## src/rtl/pie_cmd_serializer_if.sv

```systemverilog
// Command/encoder bundle for pie_cmd_serializer.
// master: command source plus encoder-side request strobe (upstream and encoder shell).
// slave : the serializer itself.
interface pie_cmd_serializer_if #(
   parameter int MAX_BITS = 128,
   parameter int LEN_W    = $clog2(MAX_BITS + 1)
);
   logic [MAX_BITS-1:0] cmd_data;
   logic [LEN_W-1:0]    cmd_len;
   logic                cmd_preamble;
   logic                cmd_crc16;
   logic                cmd_valid;
   logic                cmd_ready;
   logic                enc_bit_req;
   logic                enc_bit;
   logic                enc_preamble;
   logic                enc_rst;
   logic                busy;
   logic                done;

   modport master (
      output cmd_data, cmd_len, cmd_preamble, cmd_crc16, cmd_valid, enc_bit_req,
      input  cmd_ready, enc_bit, enc_preamble, enc_rst, busy, done
   );

   modport slave (
      input  cmd_data, cmd_len, cmd_preamble, cmd_crc16, cmd_valid, enc_bit_req,
      output cmd_ready, enc_bit, enc_preamble, enc_rst, busy, done
   );
endinterface

```

## src/rtl/pie_cmd_serializer.sv

```systemverilog
// pie_cmd_serializer: feeds one reader command word per frame to the PIE encoder.
// The encoder is held in reset between frames, released on accept so it emits its
// preamble, then served one bit per enc_bit_req; reset is re-asserted after the final
// symbol and held for MIN_GAP cycles before the next command is accepted.
// Optional feature macro: CMD_CRC_EN appends the ones-complement CRC-16/EPC
// (poly 0x1021, preset 0xFFFF) MSB first when cmd_crc16 was set at accept.
module pie_cmd_serializer #(
   parameter int MAX_BITS = 128,
   parameter int LEN_W    = $clog2(MAX_BITS + 1),
   parameter int MIN_GAP  = 16
) (
   input  logic                 clk,
   input  logic                 rst,
   pie_cmd_serializer_if.slave  bus
);

   localparam logic [2:0] ST_IDLE = 3'd0;
   localparam logic [2:0] ST_SEND = 3'd1;
`ifdef CMD_CRC_EN
   localparam logic [2:0] ST_CRC  = 3'd2;
`endif
   localparam logic [2:0] ST_TAIL = 3'd3;
   localparam logic [2:0] ST_GAP  = 3'd4;

   localparam int               GAP_W   = (MIN_GAP > 1) ? $clog2(MIN_GAP) : 1;
   localparam logic [LEN_W-1:0] MAX_LEN = LEN_W'(MAX_BITS);
   localparam logic [GAP_W-1:0] GAP_END = GAP_W'(MIN_GAP - 1);

   // Saturate an oversize length to the shift register capacity.
   function automatic logic [LEN_W-1:0] clamp_len(input logic [LEN_W-1:0] len);
      return (len > MAX_LEN) ? MAX_LEN : len;
   endfunction

   logic [2:0]          state;
   logic [LEN_W-1:0]    bit_cnt;
   logic [GAP_W-1:0]    gap_cnt;
   logic                enc_bit_r;
   logic                enc_rst_r;
   logic                pre_r;
   logic                busy_r;
   logic                done_r;
   logic [MAX_BITS-1:0] sreg;

   logic [LEN_W-1:0]    len_c;
   logic [MAX_BITS-1:0] sreg_load;
   logic                accept;
   logic                req;

   // Left-align the command so the first bit to send sits in the MSB.
   assign len_c     = clamp_len(bus.cmd_len);
   assign sreg_load = bus.cmd_data << (MAX_LEN - len_c);
   assign accept    = bus.cmd_valid && (state == ST_IDLE);
   assign req       = bus.enc_bit_req;

   assign bus.cmd_ready    = (state == ST_IDLE);
   assign bus.enc_bit      = enc_bit_r;
   assign bus.enc_rst      = enc_rst_r;
   assign bus.enc_preamble = pre_r;
   assign bus.busy         = busy_r;
   assign bus.done         = done_r;

`ifdef CMD_CRC_EN
   // One serial CRC-16 step over a single data bit, MSB-first.
   function automatic logic [15:0] crc16_step(input logic [15:0] crc, input logic b);
      return {crc[14:0], 1'b0} ^ (((crc[15] ^ b) != 1'b0) ? 16'h1021 : 16'h0000);
   endfunction

   logic [15:0] crc_r;
   logic [15:0] crc_next;
   logic [4:0]  crc_cnt;
   logic        crc_sel;

   // The bit currently on enc_bit is always sreg's MSB while sending data.
   assign crc_next = crc16_step(crc_r, sreg[MAX_BITS-1]);

   // CRC register: preset on accept, update per data bit, then shift out.
   always_ff @(posedge clk) begin
      if (accept) begin
         crc_r <= 16'hFFFF;
      end else if (state == ST_SEND && req) begin
         crc_r <= crc_next;
      end else if (state == ST_CRC && req) begin
         crc_r <= crc_r << 1;
      end
   end
`else
   logic unused_crc;
   assign unused_crc = ^{bus.cmd_crc16, sreg[MAX_BITS-1]};
`endif

   // Command shift register: load on accept, advance one bit per data request.
   always_ff @(posedge clk) begin
      if (accept) begin
         sreg <= sreg_load;
      end else if (state == ST_SEND && req) begin
         sreg <= sreg << 1;
      end
   end

   // Frame sequencer and registered encoder-facing outputs.
   always_ff @(posedge clk or posedge rst) begin
      if (rst) begin
         state     <= ST_IDLE;
         bit_cnt   <= '0;
         gap_cnt   <= '0;
         enc_bit_r <= 1'b0;
         enc_rst_r <= 1'b1;
         pre_r     <= 1'b0;
         busy_r    <= 1'b0;
         done_r    <= 1'b0;
`ifdef CMD_CRC_EN
         crc_cnt   <= '0;
         crc_sel   <= 1'b0;
`endif
      end else begin
         done_r <= 1'b0;
         case (state)
            ST_IDLE: begin
               if (accept) begin
                  if (len_c == '0) begin
                     done_r <= 1'b1;
                  end else begin
                     state     <= ST_SEND;
                     bit_cnt   <= len_c;
                     enc_bit_r <= sreg_load[MAX_BITS-1];
                     enc_rst_r <= 1'b0;
                     pre_r     <= bus.cmd_preamble;
                     busy_r    <= 1'b1;
`ifdef CMD_CRC_EN
                     crc_sel   <= bus.cmd_crc16;
`endif
                  end
               end
            end
            ST_SEND: begin
               if (req) begin
                  if (bit_cnt == LEN_W'(1)) begin
                     state     <= ST_TAIL;
                     enc_bit_r <= 1'b0;
`ifdef CMD_CRC_EN
                     if (crc_sel) begin
                        state     <= ST_CRC;
                        crc_cnt   <= 5'd16;
                        enc_bit_r <= ~crc_next[15];
                     end
`endif
                  end else begin
                     bit_cnt   <= bit_cnt - LEN_W'(1);
                     enc_bit_r <= sreg[MAX_BITS-2];
                  end
               end
            end
`ifdef CMD_CRC_EN
            ST_CRC: begin
               if (req) begin
                  if (crc_cnt == 5'd1) begin
                     state     <= ST_TAIL;
                     enc_bit_r <= 1'b0;
                  end else begin
                     crc_cnt   <= crc_cnt - 5'd1;
                     enc_bit_r <= ~crc_r[14];
                  end
               end
            end
`endif
            ST_TAIL: begin
               // This request marks the end of the final symbol.
               if (req) begin
                  state     <= ST_GAP;
                  enc_rst_r <= 1'b1;
                  done_r    <= 1'b1;
                  busy_r    <= 1'b0;
                  gap_cnt   <= '0;
               end
            end
            ST_GAP: begin
               if (gap_cnt == GAP_END) begin
                  state <= ST_IDLE;
               end else begin
                  gap_cnt <= gap_cnt + GAP_W'(1);
               end
            end
            default: state <= ST_IDLE;
         endcase
      end
   end

endmodule

```

## src/flat_wrapper.sv

```systemverilog
// flat-port wrapper written by rule: the top's interface ports become plain ports
module pie_cmd_serializer_flat 
#(
   parameter int MAX_BITS = 128,
   parameter int LEN_W    = $clog2(MAX_BITS + 1),
   parameter int MIN_GAP  = 16
)
  (clk, rst, bus_cmd_data, bus_cmd_len, bus_cmd_preamble, bus_cmd_crc16, bus_cmd_valid, bus_enc_bit_req, bus_cmd_ready, bus_enc_bit, bus_enc_preamble, bus_enc_rst, bus_busy, bus_done);
  pie_cmd_serializer_if #(.MAX_BITS(MAX_BITS), .LEN_W(LEN_W)) bus_i ();
  input  logic clk;
  input  logic rst;
  input wire logic [$bits(bus_i.cmd_data)-1:0] bus_cmd_data;
  input wire logic [$bits(bus_i.cmd_len)-1:0] bus_cmd_len;
  input wire logic [$bits(bus_i.cmd_preamble)-1:0] bus_cmd_preamble;
  input wire logic [$bits(bus_i.cmd_crc16)-1:0] bus_cmd_crc16;
  input wire logic [$bits(bus_i.cmd_valid)-1:0] bus_cmd_valid;
  input wire logic [$bits(bus_i.enc_bit_req)-1:0] bus_enc_bit_req;
  output wire logic [$bits(bus_i.cmd_ready)-1:0] bus_cmd_ready;
  output wire logic [$bits(bus_i.enc_bit)-1:0] bus_enc_bit;
  output wire logic [$bits(bus_i.enc_preamble)-1:0] bus_enc_preamble;
  output wire logic [$bits(bus_i.enc_rst)-1:0] bus_enc_rst;
  output wire logic [$bits(bus_i.busy)-1:0] bus_busy;
  output wire logic [$bits(bus_i.done)-1:0] bus_done;
  assign bus_i.cmd_data = bus_cmd_data;
  assign bus_i.cmd_len = bus_cmd_len;
  assign bus_i.cmd_preamble = bus_cmd_preamble;
  assign bus_i.cmd_crc16 = bus_cmd_crc16;
  assign bus_i.cmd_valid = bus_cmd_valid;
  assign bus_i.enc_bit_req = bus_enc_bit_req;
  assign bus_cmd_ready = bus_i.cmd_ready;
  assign bus_enc_bit = bus_i.enc_bit;
  assign bus_enc_preamble = bus_i.enc_preamble;
  assign bus_enc_rst = bus_i.enc_rst;
  assign bus_busy = bus_i.busy;
  assign bus_done = bus_i.done;
  pie_cmd_serializer #(.MAX_BITS(MAX_BITS), .LEN_W(LEN_W), .MIN_GAP(MIN_GAP)) u_core (.clk(clk), .rst(rst), .bus(bus_i));
endmodule
```

## config.mk

```make
export PLATFORM = sky130hd
export DESIGN_NAME = pie_cmd_serializer_flat
export DESIGN_NICKNAME = d
export VERILOG_FILES = /design/src/rtl/pie_cmd_serializer_if.sv /design/src/rtl/pie_cmd_serializer.sv /design/src/flat_wrapper.sv
export SDC_FILE = /design/constraint.sdc
export NUM_CORES = 1
export LEC_CHECK = 0
export CAP_MARGIN = 0
export CORE_ASPECT_RATIO = 0.6
export CORE_UTILIZATION = 35
export CTS_BUF_LIST = sky130_fd_sc_hd__clkbuf_2
export CTS_CLUSTER_SIZE = 40
export DETAILED_ROUTE_END_ITERATION = 6
export GPL_ROUTABILITY_DRIVEN = 0
export PLACE_DENSITY = 0.51
export SKIP_LAST_GASP = 1
export SYNTH_ARGS = -nofsm -noshare
export SYNTH_HDL_FRONTEND = slang
export SYNTH_SLANG_ARGS = --single-unit
```

## constraint.sdc

```tcl
create_clock -name clk -period 5.59 [get_ports clk]
set_input_delay 1.118 -clock clk [delete_from_list [all_inputs] [get_ports clk]]
set_output_delay 1.118 -clock clk [all_outputs]
set_load 0.01 [all_outputs]
```

Word-level counts from Yosys, hierarchy flattened
Index checks and enable logic that the tools add are counted.
{"block": "word_totals", "register_bits": 147, "inputBits": 142, "out_inout_bits": 6, "wordCells": 77}
{"block": "op_classes", "add_sub_neg": 3, "order_cmp": 1, "eq_ne": 13, "shifts": 1, "n_mux": 35, "bitwise": 1, "n_reduce_logical": 14}
{"cell": "127-bit two-way mux", "n": 2}
{"cell": "128-bit by 8-bit left shift with 128-bit output", "n": 1}
{"cell": "8-bit two-way mux", "n": 5}
{"cell": "3-bit two-way mux", "n": 6}
{"cell": "8-bit one-hot mux with 2 select lines", "n": 1}
{"cell": "1-bit two-way mux", "n": 13}
{"cell": "2-bit != test (second input constant)", "n": 6}
{"cell": "3-bit one-hot mux with 4 select lines", "n": 1}
{"cell": "8-bit by 1-bit equality test with 1-bit output (second input constant)", "n": 1}
{"cell": "8-bit greater-than comparator (second input constant)", "n": 1}
{"cell": "8-bit zero test", "n": 1}
{"cell": "4-bit two-way mux", "n": 2}
{"cell": "1-bit one-hot mux with 2 select lines", "n": 4}
{"cell": "4-bit one-hot mux with 2 select lines", "n": 1}
{"cell": "4-bit AND reduction", "n": 2}
{"cell": "2-bit nonzero test", "n": 4}
{"cell": "8-bit by 1-bit subtractor with 8-bit output (second input constant)", "n": 1}
{"cell": "8-bit subtractor (first input constant)", "n": 1}
{"cell": "3-bit AND reduction", "n": 2}
{"cell": "6-bit AND reduction", "n": 1}
{"cell": "5-bit AND reduction", "n": 1}
{"cell": "4-bit by 1-bit adder with 4-bit output (second input constant)", "n": 1}
{"cell": "4-bit equality test (second input constant)", "n": 1}
{"cell": "2-bit by 1-bit != test with 1-bit output (second input constant)", "n": 2}
{"cell": "other kinds (6)", "n": 7}

Logic depth before layout (Yosys ltp)
Gate-level depths: netlist of the first run.
{"block": "depth", "ltp_word": 7, "ltp_mapped": 19, "ltp_nobuf": 11}

Worst setup path after synthesis of the first run
No wires, ideal clock.
{"block": "synth_timing", "kind": "input to register", "start": "input port bus_cmd_valid", "end": "register u_core.sreg[0], enable pin", "setup_time_ns": 1.101, "t_arrival_ns": 4.252, "required_ns": 4.489, "path_slack_ns": 0.237, "path_stages": 5, "path_buffers": 3, "path_cell_list": "nand2_1 -> clkbuf_1 -> buf_1 -> clkbuf_1 -> nand2_1"}
{"block": "synth_between", "elab_chain_len": 2}
{"element": "start: declaration", "line": "flat_wrapper.sv:16", "source": "input wire logic [$bits(bus_i.cmd_valid)-1:0] bus_cmd_valid;"}
{"element": "1-bit logical AND", "line": "pie_cmd_serializer.sv:52", "source": "assign accept = bus.cmd_valid && (state == ST_IDLE);"}
{"element": "2-bit nonzero test (no source line)"}
{"element": "end signal: assignment", "line": "pie_cmd_serializer.sv:94", "source": "sreg <= sreg_load;"}
{"element": "end signal: assignment", "line": "pie_cmd_serializer.sv:96", "source": "sreg <= sreg << 1;"}
{"element": "end: declaration", "line": "pie_cmd_serializer.sv:42", "source": "logic [MAX_BITS-1:0] sreg;"}
No other way between the ends.
A chain may end at the register's enable or synchronous reset.

Worst setup path after layout of the first run
{"block": "layout_timing", "start": "input port bus_cmd_len[2]", "end": "register u_core.sreg[94] (data pin)"}
{"block": "layout_between", "elab_chain_len": 5}
{"element": "start: declaration", "line": "flat_wrapper.sv:13", "source": "input wire logic [$bits(bus_i.cmd_len)-1:0] bus_cmd_len;"}
{"element": "8-bit greater-than comparator", "line": "pie_cmd_serializer.sv:31", "source": "return (len > MAX_LEN) ? MAX_LEN : len;"}
{"element": "8-bit two-way mux (*)", "line": "pie_cmd_serializer.sv:31"}
{"element": "8-bit subtractor (*)", "line": "pie_cmd_serializer.sv:51", "source": "assign sreg_load = bus.cmd_data << (MAX_LEN - len_c);"}
{"element": "128-bit by 8-bit left shift with 128-bit output (*)", "line": "pie_cmd_serializer.sv:51"}
{"element": "127-bit two-way mux (*)", "line": "pie_cmd_serializer.sv:93", "source": "if (accept) begin"}
Mark *: on every way between the ends. The rest lies on a longest branch, timed or not.

==> results of run 1 <==
## final cells by class
cell class	instances	area, sq um	area share [%]
Inverter	11	48.8	0.267
Antenna cell	1	2.50	0.0137
Tap cell	579	724	3.96
Timing Repair Buffer	253	2380	13.0
Clock buffer	17	85.1	0.465
Clock inverter	15	189	1.03
Multi-Input combinational cell	1276	10500	57.7
Sequential cell	147	4320	23.6
## routing by layer
layer | routed length, microns | vias to the layer above | track usage [%]
li1 | - | 6678 | -
met3 | 9590 | 138 | 10.8
met1 | 30600 | 7936 | 45.8
met5 | 126 | - | 0
met2 | 27600 | 1130 | 39.9
met4 | 1820 | 4 | 7.27
## cells by family (layout without fill, tap and decap cells)
group / after synthesis / after routing / share of synthesized area [%]
AND/OR/NAND/NOR: 440 / 440 / 12.6
adder cells (fa/ha/maj): 4 / 4 / 0.321
buffers and inverters: 166 / 296 / 5.46
XOR/XNOR: 3 / 3 / 0.216
AO/OA/AOI/OAI: 542 / 542 / 24.1
multiplexers: 287 / 287 / 29.6
flip-flops: 147 / 147 / 27.6
other: 0 / 1 / 0
## final timing paths
check / slack [ps] / cells after the start / endpoint
max: 680 / 11 / u_core.sreg[94]$_DFFE_PP_
min: 510 / 2 / u_core.bus.enc_rst$_DFFE_PP1P_
max reg2reg: 2320 / 7 / u_core.bit_cnt[0]$_DFFE_PP0P_
min reg2reg: 510 / 2 / u_core.bus.enc_rst$_DFFE_PP1P_
max in group asynchronous: 4420 / 2 / u_core.bus.enc_bit$_DFFE_PP0P_
min in group asynchronous: 660 / 2 / u_core.bit_cnt[1]$_DFFE_PP0P_
## layout by cell type, fill, tap and decap left out, types with 6 or more instances in the layout
master and n:
nand2_1 229, clkdlybuf4s50_1 146, mux4_2 138, mux2i_1 132
edfxtp_1 127, a21oi_1 109, buf_4 98, a22oi_1 94
o21ai_0 85, nor2_1 73, a22o_1 38, nand3_1 33
nor3_1 27, a31oi_1 20, o211ai_1 19, dfrtp_1 19
a211oi_1 18, mux2_2 17, a221oi_1 17, clkbuf_2 17
and3_1 15, o22ai_1 15, o221ai_1 14, a222oi_1 13
a21o_1 11, a221o_1 11, nand2b_1 10, inv_1 9
o31ai_1 9, buf_12 9, or3_1 7, nor4_1 6
a32oi_1 6, nand4_1 6
## registers in the layout (all words and copies together), names as in the netlist
register / cells
u_core.bus.enc_bit: 1
u_core.bus.busy: 1
u_core.gap_cnt: 4
u_core.state: 3
u_core.sreg: 127
u_core.bus.enc_preamble: 1
u_core.bit_cnt: 8
u_core.bus.enc_rst: 1
u_core.bus.done: 1
## tightest hold or removal path: cells and delay by family, from the launching register on
kind | cells | cell delay (ps)
AOI/OAI and AO/OA | 1 | 70
buffers and inverters | 1 | 40
DFF | 1 | 440
## power groups by stage
stage / clock network (mW) / registers [mW] / logic [mW]
finish: 0.749 / 1.69 / 2.76
global route: 0.796 / 1.72 / 2.87
global placement: 0 / 1.70 / 2.61
floorplan: 0 / 1.69 / 1.60
detailed placement: 0 / 1.71 / 2.62
CTS: 0.756 / 1.69 / 2.63
==> summary.md, run 1 <==
| Metric | Value |
|---|---|
| Status | finished, violations left |
| Violated checks | design-rule violations |
| Die area | 45,500 sq um |
| Initial antenna violation count | 2 |
| Worst-case clock buffer depth | 2 |
| Routed Antenna Nets | 0 |
| # hold bufs at CTS | 0 |
| Post-synth ARST share | 13.6% |
| Die Wd | 275 microns |
| Pleak | 6.77 nW |
| Final TNS setup | 0 ps |
| Max Clock Skew | 52.2 ps |
| Residual DRC count | 12 |
| VDD IR max | 0.126 mV |
| Global-route wire length before repair | 102 mm |
| Post-Syn Nets | 1,735 |
| DRT Wirelength | 69.7 mm |
| Least-Margin Pin Slew | 1080 ps |
| Final total power | 5.20 mW |
| Most common cell in the synthesized netlist | nand2_1 |
| Most frequent cells after synthesis | 231 x nand2_1, 138 x mux4_2, 132 x mux2i_1 |
| Sequential power share | 32.5% |
| Finished Layout Cells | 2,299 |
| Iter 0 DRT Violations | 2,907 |
| Area grow syn2layout | 17.1% |
| Max-cap violations | 0 |
| Post-place setup slack | 108 ps |
| TritonCTS clock tree | yes |
| Slowest stage delay, CP | 770 ps |
| CP endpoint kind | register |
| CP most frequent cell | mux2i_1 |
| CP Launch Point | bus_cmd_len[2] |
| Cell row count | 59 |
| Final instance area | 18,300 sq um |
| Syn Std Cell Area | 15,600 sq um |
| Final hold slack | 508 ps |
| Crit path cell chain | clkdlybuf4s50_1, nor2b_2, xor2_4, buf_4, mux2i_1, mux2i_1, mux2i_1, mux2i_1, buf_4, o211a_1, a31oi_1 |
| Total CTS buffers | 17 |
| Post-synth EDFFs | 127 |
| Fillers | 4,257 |
| Kind of cell adding the most delay to the critical path | multiplexers |
| Clock-pin slew on the worst setup and hold paths | 290 ps |
| Util after Layout | 41.9% |
| Flops & latches, synth | 147 |
| Bufs and invs on worst path | 3 |
| First-pass iteration count of the detailed router | 7 |
| Placed cells | 2,266 |
| Worst skew pair latency | 830 ps |
| Final WS setup | 681 ps |
| Max Clock Freq | 0.204 GHz |
| Synth area leaders | edfxtp_1 24%, mux4_2 20%, mux2i_1 8.5% |
| Internal power | 2.84 mW |
| Post-synthesis cell type count | 76 |
| CP Launch Type | input pin |
| Unrepaired setup endpoints after global routing | no |
| Layout cell share with drive strength beyond 1 | 19.1% |
| Initial Utilization | 35.8% |
| Gr ovfl total | 0 |
| Mapped Cells | 1,589 |
| Die height | 166 microns |
| Post-CTS Resized | 0 |
| Area leader, netlist | edfxtp_1 |
| Synth Flop Type | edfxtp_1 |
| Worst hold path class | register to register |
| I/O pins | 148 |
| Max_slew headroom | 27.7% |
| Hold_sp | u_core.bus.enc_rst$_DFFE_PP1P_ |
| Worst-path fanout max | 25 |
| Final worst-path cycle share | 87.8% |
| CP Data Required Time | 6270 ps |
| Routed vias | 15,900 |
| # setup viols final | 0 |
| Post-DP Area | 18,000 sq um |
| # Post-CTS Setup Buffers | 0 |
| Largest net degree at the start of global routing | 90 |
| Combinational share of power | 53.1% |
| Clk sink count | 147 |
| Yosys warnings | 0 |
| Post-DR wirelength/cell | 30.3 microns |
| Worst R2R Start | u_core.state[1]$_DFFE_PP0P_ |
| Final Slew Violations | 0 |
| PD cells | 284 nW/um^2 |
| Core area | 43,600 sq um |
| Top cell type's share of synthesized area | 24.4% |
| Sequential area share after synthesis | 27.6% |
| # H-tree levels | 4 |
| # port buffers | 146 |
| Switching share of power | 45.3% |
| Avg Vias per Cell | 6.91 |
| Setup CP Type | input pin to register |
| Clock power share | 14.4% |
| Total track usage | 30.2% |
| Syn_area_per_cell | 9.83 sq um |
| Post-DP HPWL | 53.4 mm |
| Vias in the first global route | 14,500 |
| Clk root buf | clkbuf_2 |
| Fin nets | 1,852 |
| Worst EP arrival | 5590 ps |
| Slowest CP cell | mux2i_1 |
| Sw power | 2.35 mW |
| Final Hold Vio Count | 0 |
| Tmin final | 4910 ps |
(Power assumes the default switching activity.)
==> run 2, diff against run 1 <==
--- a/config.mk
+++ b/config.mk
@@ -5,7 +5,7 @@
 export SDC_FILE = /design/constraint.sdc
 export NUM_CORES = 1
 export LEC_CHECK = 0
-export CAP_MARGIN = 0
+export CAP_MARGIN = 30
 export CORE_ASPECT_RATIO = 0.6
 export CORE_UTILIZATION = 35
 export CTS_BUF_LIST = sky130_fd_sc_hd__clkbuf_2
@@ -13,7 +13,7 @@
 export DETAILED_ROUTE_END_ITERATION = 6
 export GPL_ROUTABILITY_DRIVEN = 0
 export PLACE_DENSITY = 0.51
-export SKIP_LAST_GASP = 1
 export SYNTH_ARGS = -nofsm -noshare
 export SYNTH_HDL_FRONTEND = slang
 export SYNTH_SLANG_ARGS = --single-unit
+export TNS_END_PERCENT = 20
==> results of run 2 <==
The final DEF is identical to that of run 1; final timing and power are the same.
